### src/rtl/regfile_ctrl_pkg.sv
`default_nettype none
// ============================================================================
// Module   : regfile_ctrl_pkg
// Brief    : Shared types and defaults for the register-file write-port
//            controller (FSM state encoding, file depth, parameter defaults).
// Revision : 1.0 - initial release
// ============================================================================
package regfile_ctrl_pkg;

  // Controller phases: zero-fill sweep, then normal arbitration.
  typedef enum logic [0:0] {
    ST_INIT = 1'b0,
    ST_RUN  = 1'b1
  } state_t;

  localparam int NUM_REGS       = 32;
  localparam int DEF_DATA_W     = 32;
  localparam int DEF_ADDR_W     = 5;
  localparam int DEF_STARVE_MAX = 4;

endpackage : regfile_ctrl_pkg
`default_nettype wire

### src/rtl/rf_init_sweep.sv
`default_nettype none
// ============================================================================
// Module   : rf_init_sweep
// Brief    : Post-reset zero-fill sequencer. Walks every register address
//            once, then raises a sticky done flag that moves the controller
//            into its run phase.
// Revision : 1.0 - initial release
// ============================================================================
module rf_init_sweep
  import regfile_ctrl_pkg::*;
#(
  parameter int ADDR_W = DEF_ADDR_W
) (
  input  logic              clk_i,
  input  logic              rst_n_i,
  output logic              sweep_we_o,
  output logic [ADDR_W-1:0] sweep_addr_o,
  output logic              done_o
);

  // One extra counter bit: its MSB marks "every address has been issued".
  logic [ADDR_W:0] r_cnt;
  state_t          r_state;
  state_t          w_state_nxt;

  // State register; reset always restarts the sweep.
  always_ff @(posedge clk_i or negedge rst_n_i) begin
    if (!rst_n_i) r_state <= ST_INIT;
    else          r_state <= w_state_nxt;
  end

  // Sweep address counter, advancing once per cycle until it passes the top.
  always_ff @(posedge clk_i or negedge rst_n_i) begin
    if (!rst_n_i)                                r_cnt <= '0;
    else if (r_state == ST_INIT && !r_cnt[ADDR_W]) r_cnt <= r_cnt + 1'b1;
  end

  // Next state and sweep write request; RUN is entered once the last
  // address has been handed to the output register.
  always_comb begin
    w_state_nxt = r_state;
    sweep_we_o  = 1'b0;
    case (r_state)
      ST_INIT: begin
        sweep_we_o = !r_cnt[ADDR_W];
        if (r_cnt[ADDR_W]) w_state_nxt = ST_RUN;
      end
      ST_RUN:  w_state_nxt = ST_RUN;
      default: w_state_nxt = ST_INIT;
    endcase
  end

  assign sweep_addr_o = r_cnt[ADDR_W-1:0];
  assign done_o       = (r_state == ST_RUN);

endmodule : rf_init_sweep
`default_nettype wire

### src/rtl/regfile_wb_ctrl.sv
`default_nettype none
// ============================================================================
// Module   : regfile_wb_ctrl
// Brief    : Register-file write-port controller. Zero-fills the file after
//            reset, then arbitrates the single write port between the WB
//            stage (priority) and a long-latency unit with starvation guard.
// Revision : 1.0 - initial release
// ============================================================================
module regfile_wb_ctrl
  import regfile_ctrl_pkg::*;
#(
  parameter int DATA_W     = DEF_DATA_W,
  parameter int ADDR_W     = DEF_ADDR_W,
  parameter int STARVE_MAX = DEF_STARVE_MAX
) (
  input  logic              clk_i,
  input  logic              rst_n_i,
  input  logic              wb_valid_i,
  input  logic [ADDR_W-1:0] wb_addr_i,
  input  logic [DATA_W-1:0] wb_data_i,
  output logic              wb_ready_o,
  input  logic              lu_valid_i,
  input  logic [ADDR_W-1:0] lu_addr_i,
  input  logic [DATA_W-1:0] lu_data_i,
  output logic              lu_ready_o,
  output logic              rf_we_o,
  output logic [ADDR_W-1:0] rf_addr_o,
  output logic [DATA_W-1:0] rf_data_o,
  output logic              init_done_o
);

  localparam int c_CNT_W = $clog2(STARVE_MAX + 1);

  logic                w_run;
  logic                w_sweep_we;
  logic [ADDR_W-1:0]   w_sweep_addr;
  logic [c_CNT_W-1:0]  r_starve_cnt;
  logic                w_lu_starved;
  logic                w_wb_hs;
  logic                w_lu_hs;

  rf_init_sweep #(
    .ADDR_W (ADDR_W)
  ) u_sweep (
    .clk_i        (clk_i),
    .rst_n_i      (rst_n_i),
    .sweep_we_o   (w_sweep_we),
    .sweep_addr_o (w_sweep_addr),
    .done_o       (w_run)
  );

  assign init_done_o  = w_run;
  assign w_lu_starved = (r_starve_cnt == c_CNT_W'(STARVE_MAX));

  // WB normally wins; a starved LU request takes the port for one cycle.
  assign wb_ready_o = w_run && !(lu_valid_i && w_lu_starved);
  assign lu_ready_o = w_run && (w_lu_starved || !wb_valid_i);
  assign w_wb_hs    = wb_valid_i && wb_ready_o;
  assign w_lu_hs    = lu_valid_i && lu_ready_o;

  // Count consecutive refused LU cycles, saturating at the starvation limit.
  always_ff @(posedge clk_i or negedge rst_n_i) begin
    if (!rst_n_i)                              r_starve_cnt <= '0;
    else if (!w_run || w_lu_hs || !lu_valid_i) r_starve_cnt <= '0;
    else if (!w_lu_starved)                    r_starve_cnt <= r_starve_cnt + 1'b1;
  end

  // Output register: sweep writes during INIT, granted request during RUN.
  // Writes to r0 complete the handshake but never assert the write enable.
  always_ff @(posedge clk_i or negedge rst_n_i) begin
    if (!rst_n_i) begin
      rf_we_o   <= 1'b0;
      rf_addr_o <= '0;
      rf_data_o <= '0;
    end else if (!w_run) begin
      rf_we_o   <= w_sweep_we;
      rf_addr_o <= w_sweep_addr;
      rf_data_o <= '0;
    end else if (w_wb_hs) begin
      rf_we_o   <= (wb_addr_i != '0);
      rf_addr_o <= wb_addr_i;
      rf_data_o <= wb_data_i;
    end else if (w_lu_hs) begin
      rf_we_o   <= (lu_addr_i != '0);
      rf_addr_o <= lu_addr_i;
      rf_data_o <= lu_data_i;
    end else begin
      rf_we_o   <= 1'b0;
    end
  end

endmodule : regfile_wb_ctrl
`default_nettype wire

### config.mk
export PLATFORM = sky130hd
export DESIGN_NAME = regfile_wb_ctrl
export DESIGN_NICKNAME = d
export VERILOG_FILES = /design/src/rtl/regfile_ctrl_pkg.sv /design/src/rtl/rf_init_sweep.sv /design/src/rtl/regfile_wb_ctrl.sv
export SDC_FILE = /design/constraint.sdc
export NUM_CORES = 1
export LEC_CHECK = 0
export ABC_AREA = 0
export BUFFER_PORTS_ARGS = -buffer_cell sky130_fd_sc_hd__buf_4
export CAP_MARGIN = 10
export CORE_MARGIN = 5
export CORE_UTILIZATION = 35
export DETAILED_ROUTE_END_ITERATION = 10
export PLACE_DENSITY_LB_ADDON = 0.1
export SLEW_MARGIN = 20
export SYNTH_ARGS = -nofsm -noshare
export SYNTH_HDL_FRONTEND = slang
export SYNTH_SLANG_ARGS = --single-unit
export TNS_END_PERCENT = 10
### constraint.sdc
create_clock -name clk_i -period 4.05 [get_ports clk_i]
set_input_delay 0.6075 -clock clk_i [delete_from_list [all_inputs] [get_ports clk_i]]
set_output_delay 0.6075 -clock clk_i [all_outputs]
set_load 0.02 [all_outputs]
==> impl_metrics.yaml, run 1 <==
synthesis:
  netlist-cell-type-count: 35
  syn_nets: 348
  post_synth_fa_ha_maj_area_fraction_pct: 1.51
  synthCells: 267
  yosysSeqAreaShare_pct: 48.3
  syn_area_um2: 2490
  post_synth_xor_area_fraction_pct: 1.41
  synth_flop_cell: "sky130_fd_sc_hd__dfrtp_1"
  synth_compound_gate_area_share_pct: 33.7
  synth-simple-area-share_pct: 6.89
  yosys-mux-area-fraction_pct: 1.26
  syn_area_per_cell_um2: 9.31
  synth_top_family_by_area: "compound AO/OA/AOI/OAI gates"
  ys_ff_latch: 48
  async_flop_share_pct: 100
  synth_edf_count: 0
  ys_warnings: 0
die:
  fp.dieH_um: 94.3
  core_um2: 6870
  start_util_pct: 36.2
  rows: 30
  horizontal_die_dimension_um: 94.3
  ios: 119
  floorplan.die_area_um2: 8890
placed_design:
  globalplace.congestion: 0.814
  port_buffers: 118
  post_dp_cell_area_um2: 3370
  dp.final_hpwl_mm: 5.62
cts:
  buffer_cell_driving_the_clock_tree_root: "sky130_fd_sc_hd__clkbuf_8"
  clk_pin_slew_ps: 90
  cts_inserted_buffers: 5
  cts-resized-gates: 0
  cts_hold_repair.buffers: 0
  htree_levels: 2
  clock_sinks: 48
  clock_latency_ps: 300
  post-cts-setup-buffers: 0
  tritoncts: "built"
  cts-root-to-sink-buffers: 2
sta:
  tightest_slew_ps: 1020
  tns_ps: 0
  worst_slew_margin_rel_pct: 31.6
  clock-skew-final_ps: 7.76
  rsz0062_at_grt: "false"
  count_of_final_max_slew_check_failures: 0
  max_freq_ghz: 0.411
  fin_crit_sh_pct: 60.1
  timing_hold_violations_final: 0
  finalSetupViolations: 0
  worst_hold_margin_ps: 301
  final_critical_path_time_including_i_o_delays_and_setup_ps: 2440
finish:
  filler_cell_count: 704
  multiInputGateArea_um2: 1110
  layout_commonest_cell: "sky130_fd_sc_hd__buf_4"
  final-seq-area_um2: 1200
  fin_nets: 449
  antenna_cells: 0
  fraction_of_layout_cells_with_a_size_suffix_above_1_pct: 37.0
  final_cell_mix: "122 x sky130_fd_sc_hd__buf_4, 65 x sky130_fd_sc_hd__o21ai_0, 48 x sky130_fd_sc_hd__dfrtp_1, 35 x sky130_fd_sc_hd__a31oi_1, 33 x sky130_fd_sc_hd__a21oi_1"
  flow.area_growth_from_synthesis_pct: 38.7
  post-route-cell-area_um2: 3450
critical_path:
  cp_num_buf_inv: 3
  setup.worst_path.end_class: "output pin"
  cpPeakStageDelay_ps: 680
  timing.critical_path.arrival_ps: 1830
  critical_path.startpoint: "u_sweep.done_o$_DFF_PN0_"
  critPathRequiredTime_ps: 3440
  setup.worst_path.class: "reg -> out"
  setup.worst_path.start_class: "flip-flop"
  worst-r2r-cell-count: 4
  worstReg2RegStart: "u_sweep.done_o$_DFF_PN0_"
  timing.critical_path.depth: 4
  timing.critical_path.slowest_stage_cell: "sky130_fd_sc_hd__dfrtp_1"
  worst_path_dominant_cell_family: "buffers and inverters"
  critical-path-top-cell-by-count: "sky130_fd_sc_hd__buf_4"
  critical_path_peak_fanout: 31
  cp_cell_sequence: "buf_4 -> inv_1 -> nor2_1 -> buf_4"
power:
  power-per-cell-area_nw_per_um2: 319
  p_total_uw: 1100
  leakage_power_uw: 0.00157
  vdd_drop_max_mv: 0.121
global_route:
  gr-usage-all-layers_pct: 18.3
  maximum_number_of_pins_on_one_net_before_global_route_repair: 49
  grt.overflow.total: 0
  grt_pass1_vias: 2442
  grt_pass1_wl_mm: 12.8
  grt_antenna_before_repair: 0
worst_hold_path:
  timing.hold.worst.class: "in -> async"
detailed_routing:
  first_iter_violations: 131
  drt-pass1-iter-count: 4
  antenna_violating_nets_post_route: 0
  finalWirelength_mm: 8.20
  routed_wire_length_per_instance_um: 17.7
  dr_total_vias: 2475
  route.detailed.drc: 0
  viasPerCell: 5.33
job:
  maxCapViolCount: 0
outcome:
  outcome: "complete, no violations"
==> kinds of logic (layout without fill, tap and decap cells) <==
family          after synthesis  in the layout
fa+ha+maj                     3              3
xor+xnor                      4              4
buf+inv                      32            133
compound gates              148            148
mux                           3              3
flops                        48             48
simple gates                 29             29
==> worst register-to-register path: cells and delay by family, from the launching register on <==
family | cells | cell delay, ps
simple gates | 2 | 720
buf+inv | 1 | 380
compound gates | 1 | 270
flops | 1 | 680
==> cells in the mapped netlist (all sizes together), types with 2 or more instances <==
cell type	count	area (µm²)
o21ai	65	325
dfrtp	48	1200
a31oi	35	219
a21oi	33	165
buf	17	113
clkbuf	11	43.8
nor2	8	30.0
nand2	6	22.5
and2	4	25.0
inv	4	15.0
a21o	3	22.5
a22oi	3	22.5
a32oi	3	26.3
ha	3	37.5
nand3	3	20.0
o211ai	3	27.5
xnor2	3	26.3
mux2i	2	20.0
or4	2	15.0
==> state kept, by name, indices dropped and copies added, names as in the netlist <==
signal	cells
rf_data_o	32
u_sweep.r_cnt	6
rf_addr_o	5
r_starve_cnt	3
rf_we_o	1
u_sweep.done_o	1
==> layout make-up <==
class / instances / share of cell area [%]
Clock buffer: 5 / 2.00
Tap cell: 96 / 3.48
Multi-Input combinational cell: 187 / 32.3
Clock inverter: 2 / 0.363
Timing Repair Buffer: 122 / 26.6
Inverter: 4 / 0.436
Sequential cell: 48 / 34.8
==> per-stage QoR <==
stage	util, %	setup WS [ps]	std cells
6_report	50.2	1610	464
5_1_grt	50.2	1440	464
4_1_cts	50.2	1590	464
3_5_place_dp	49.0	1870	457
3_3_place_gp	49.0	1920	457
2_1_floorplan	-	2090	267
==> worst paths after layout <==
path	slack, ps	endpoint
setup reg to reg	1910	rf_addr_o[4]$_DFFE_PN0P_
hold reg to reg	510	u_sweep.r_cnt[4]$_DFFE_PN0P_
setup / recovery	1610	wb_ready_o
min in group clk_i	510	u_sweep.r_cnt[4]$_DFFE_PN0P_
hold / removal	300	rf_data_o[9]$_DFFE_PN0P_
max in group asynchronous	3310	u_sweep.r_cnt[2]$_DFFE_PN0P_
==> per-layer routing <==
layer / track usage (%) / vias to the layer above / part of all wire (%)
met5: 0 / - / 0
met2: 29.0 / 84 / 49
met4: 4.69 / 0 / 0.83
met1: 25.3 / 1190 / 43
li1: - / 1194 / -
met3: 3.69 / 7 / 7.2
==> where the power goes <==
group	switching [µW]	internal [µW]
clock	162	117
sequential	21.4	519
combinational	147	134
total	330	771
(Power assumes the default switching activity.)
==> run 2: changes to the inputs <==
--- a/config.mk
+++ b/config.mk
@@ -5,7 +5,7 @@
 export SDC_FILE = /design/constraint.sdc
 export NUM_CORES = 1
 export LEC_CHECK = 0
-export ABC_AREA = 0
+export ABC_AREA = 1
 export BUFFER_PORTS_ARGS = -buffer_cell sky130_fd_sc_hd__buf_4
 export CAP_MARGIN = 10
 export CORE_MARGIN = 5
==> constraint.sdc (replaced) <==
create_clock -name clk_i -period 2.4 [get_ports clk_i]
set_input_delay 0.36 -clock clk_i [delete_from_list [all_inputs] [get_ports clk_i]]
set_output_delay 0.36 -clock clk_i [all_outputs]
set_load 0.02 [all_outputs]
==> impl_metrics.yaml, run 2 <==
outcome:
  outcome: "complete, no violations"
sta:
  max_freq_ghz: 0.505
  tightest_slew_ps: 682
  finalSetupViolations: 0
  worst_slew_margin_rel_pct: 54.5
  tns_ps: 0
  timing_hold_violations_final: 0
  clock-skew-final_ps: 10.9
  final_critical_path_time_including_i_o_delays_and_setup_ps: 1980
  count_of_final_max_slew_check_failures: 0
  rsz0062_at_grt: "false"
  fin_crit_sh_pct: 82.6
finish:
  flow.area_growth_from_synthesis_pct: 39.4
  fraction_of_layout_cells_with_a_size_suffix_above_1_pct: 30.1
  layout_commonest_cell: "sky130_fd_sc_hd__nand2_1"
  antenna_cells: 0
  largest-register: "rf_data_o"
  reg_top3: "rf_data_o: 32 flops, u_sweep.r_cnt: 6 flops, rf_addr_o: 5 flops"
  max_reg_flops: 32
  final_cell_mix: "142 x sky130_fd_sc_hd__nand2_1, 119 x sky130_fd_sc_hd__buf_4, 58 x sky130_fd_sc_hd__inv_1, 48 x sky130_fd_sc_hd__dfrtp_1, 31 x sky130_fd_sc_hd__o21ai_0"
  post-route-cell-area_um2: 3600
  fin_nets: 542
synthesis:
  post_synth_fa_ha_maj_area_fraction_pct: 1.45
  yosysSeqAreaShare_pct: 46.5
  netlist-cell-type-count: 23
  synth.most_common_cell: "sky130_fd_sc_hd__nand2_1"
  synth_edf_count: 0
  synth_flop_cell: "sky130_fd_sc_hd__dfrtp_1"
  ys_warnings: 0
  leading_post_synthesis_cells_by_cell_area: "sky130_fd_sc_hd__dfrtp_1 46%, sky130_fd_sc_hd__nand2_1 21%, sky130_fd_sc_hd__inv_1 8.4%"
  synthCells: 351
  syn_area_per_cell_um2: 7.36
  commonest_cells_in_the_netlist: "142 x sky130_fd_sc_hd__nand2_1, 58 x sky130_fd_sc_hd__inv_1, 48 x sky130_fd_sc_hd__dfrtp_1"
  ys_ff_latch: 48
  synth.largest_area_cell: "sky130_fd_sc_hd__dfrtp_1"
  yosys-mux-area-fraction_pct: 0
  syn_area_um2: 2580
  post_synth_xor_area_fraction_pct: 1.69
  synth_compound_gate_area_share_pct: 8.81
  synth-simple-area-share_pct: 28.7
  syn_nets: 432
  netlist.area_leader.share_pct: 46.5
  synth_top_family_by_area: "simple AND/OR/NAND/NOR gates"
  async_flop_share_pct: 100
cts:
  cts_inserted_buffers: 5
  htree_levels: 2
  cts-root-to-sink-buffers: 2
  cts_hold_repair.buffers: 0
  post-cts-setup-buffers: 0
  cts-resized-gates: 0
  buffer_cell_driving_the_clock_tree_root: "sky130_fd_sc_hd__clkbuf_8"
  clk_pin_slew_ps: 90
  clock_latency_ps: 300
  clock_sinks: 48
  tritoncts: "built"
die:
  start_util_pct: 35.8
  core_um2: 7210
  ios: 119
  floorplan.die_area_um2: 9200
  horizontal_die_dimension_um: 95.9
  rows: 31
  fp.dieH_um: 95.9
detailed_routing:
  antenna_violating_nets_post_route: 0
  route.detailed.drc: 0
  dr_total_vias: 2449
  routed_wire_length_per_instance_um: 11.9
  first_iter_violations: 48
  viasPerCell: 4.37
  drt-pass1-iter-count: 4
  finalWirelength_mm: 6.70
placed_design:
  post_dp_cell_area_um2: 3510
  globalplace.congestion: 0.762
  port_buffers: 118
  dp.final_hpwl_mm: 4.93
critical_path:
  worst_path_dominant_cell_family: "simple AND/OR/NAND/NOR gates"
  timing.critical_path.slowest_stage_cell: "sky130_fd_sc_hd__nand3_4"
  cp_cell_sequence: "inv_1 -> ha_1 -> nand3_4 -> nand3_4 -> o21ai_0 -> nand2_1 -> nand2_1"
  setup.worst_path.end_class: "flip-flop"
  setup.worst_path.class: "reg -> reg"
  setup.worst_path.start_class: "flip-flop"
  timing.critical_path.arrival_ps: 2220
  cpPeakStageDelay_ps: 500
  critPathRequiredTime_ps: 2640
  critical_path_peak_fanout: 69
  cp_num_buf_inv: 1
global_route:
  gr-usage-all-layers_pct: 14.3
  grt.overflow.total: 0
  grt_pass1_vias: 2242
  grt_pass1_wl_mm: 10.4
  grt_antenna_before_repair: 0
  maximum_number_of_pins_on_one_net_before_global_route_repair: 70
worst_hold_path:
  timing.hold.worst.class: "in -> async"
power:
  power-per-cell-area_nw_per_um2: 524
  leakage_power_uw: 0.00207
  vdd_drop_max_mv: 0.213
job:
  maxCapViolCount: 0
-- run 2: cell count changes after synthesis, sizes merged, moves of 7 or more --
cell / delta
nand2: +139
nand3: +9
clkbuf: -10
inv: +55
a31oi: -35
nand4: +7
a21oi: -27
o21ai: -30
-- run 2: power by group --
group | switching, µW | internal (µW) | total [µW]
Combinational | 256 | 220 | 477
Clock | 272 | 231 | 502
Sequential | 35.9 | 874 | 910
Total | 564 | 1320 | 1890
-- run 2: cell families (layout without fill, tap and decap cells) --
kind of cell | count (synthesis) | count (layout)
adder cells (fa/ha/maj) | 3 | 3
flip-flops | 48 | 48
AND/OR/NAND/NOR | 177 | 177
buffers and inverters | 76 | 187
XOR/XNOR | 5 | 5
AO/OA/AOI/OAI | 42 | 42
-- run 2: per-layer routing --
| layer | global-route usage, % | routed length (µm) |
|---|---|---|
| met4 | 3.91 | 51 |
| met1 | 19.1 | 3020 |
| met3 | 3.99 | 555 |
| met5 | 0 | 0 |
| met2 | 22.7 | 3070 |
-- run 2: stage by stage --
stage,utilization [%],hold WS [ps],cells,worst slack (ps),power [µW]
after CTS,49.9,98.2,561,394,1920
after global placement,48.6,428,553,434,1410
final,49.9,77.5,561,418,1890
after detailed placement,48.6,425,553,415,1410
after floorplan,-,64.4,351,929,1160
after global routing,49.9,132,561,194,2000
-- run 2: layout make-up --
type / count / area, µm²
well taps: 99 / 124
inverters: 59 / 221
multi-input cells: 227 / 1050
fillers: 780 / 3610
repair buffers: 120 / 913
flip-flops and latches: 48 / 1200
clock inverters: 2 / 10.0
clock buffers: 6 / 82.6
-- run 2: final timing paths --
| check | from | endpoint | slack (ps) | cells after the start |
|---|---|---|---|---|
| max reg2reg | r_starve_cnt[0]$_DFFE_PN0P_ | rf_data_o[17]$_DFFE_PN0P_ | 420 | 7 |
| max | r_starve_cnt[0]$_DFFE_PN0P_ | rf_data_o[17]$_DFFE_PN0P_ | 420 | 7 |
| min | rst_n_i | u_sweep.r_cnt[4]$_DFFE_PN0P_ | 80 | 1 |
| min reg2reg | r_starve_cnt[0]$_DFFE_PN0P_ | r_starve_cnt[0]$_DFFE_PN0P_ | 470 | 1 |
| min in group clk_i | lu_valid_i | rf_we_o$_DFF_PN0_ | 350 | 3 |
| max in group asynchronous | rst_n_i | u_sweep.r_cnt[1]$_DFFE_PN0P_ | 1910 | 1 |
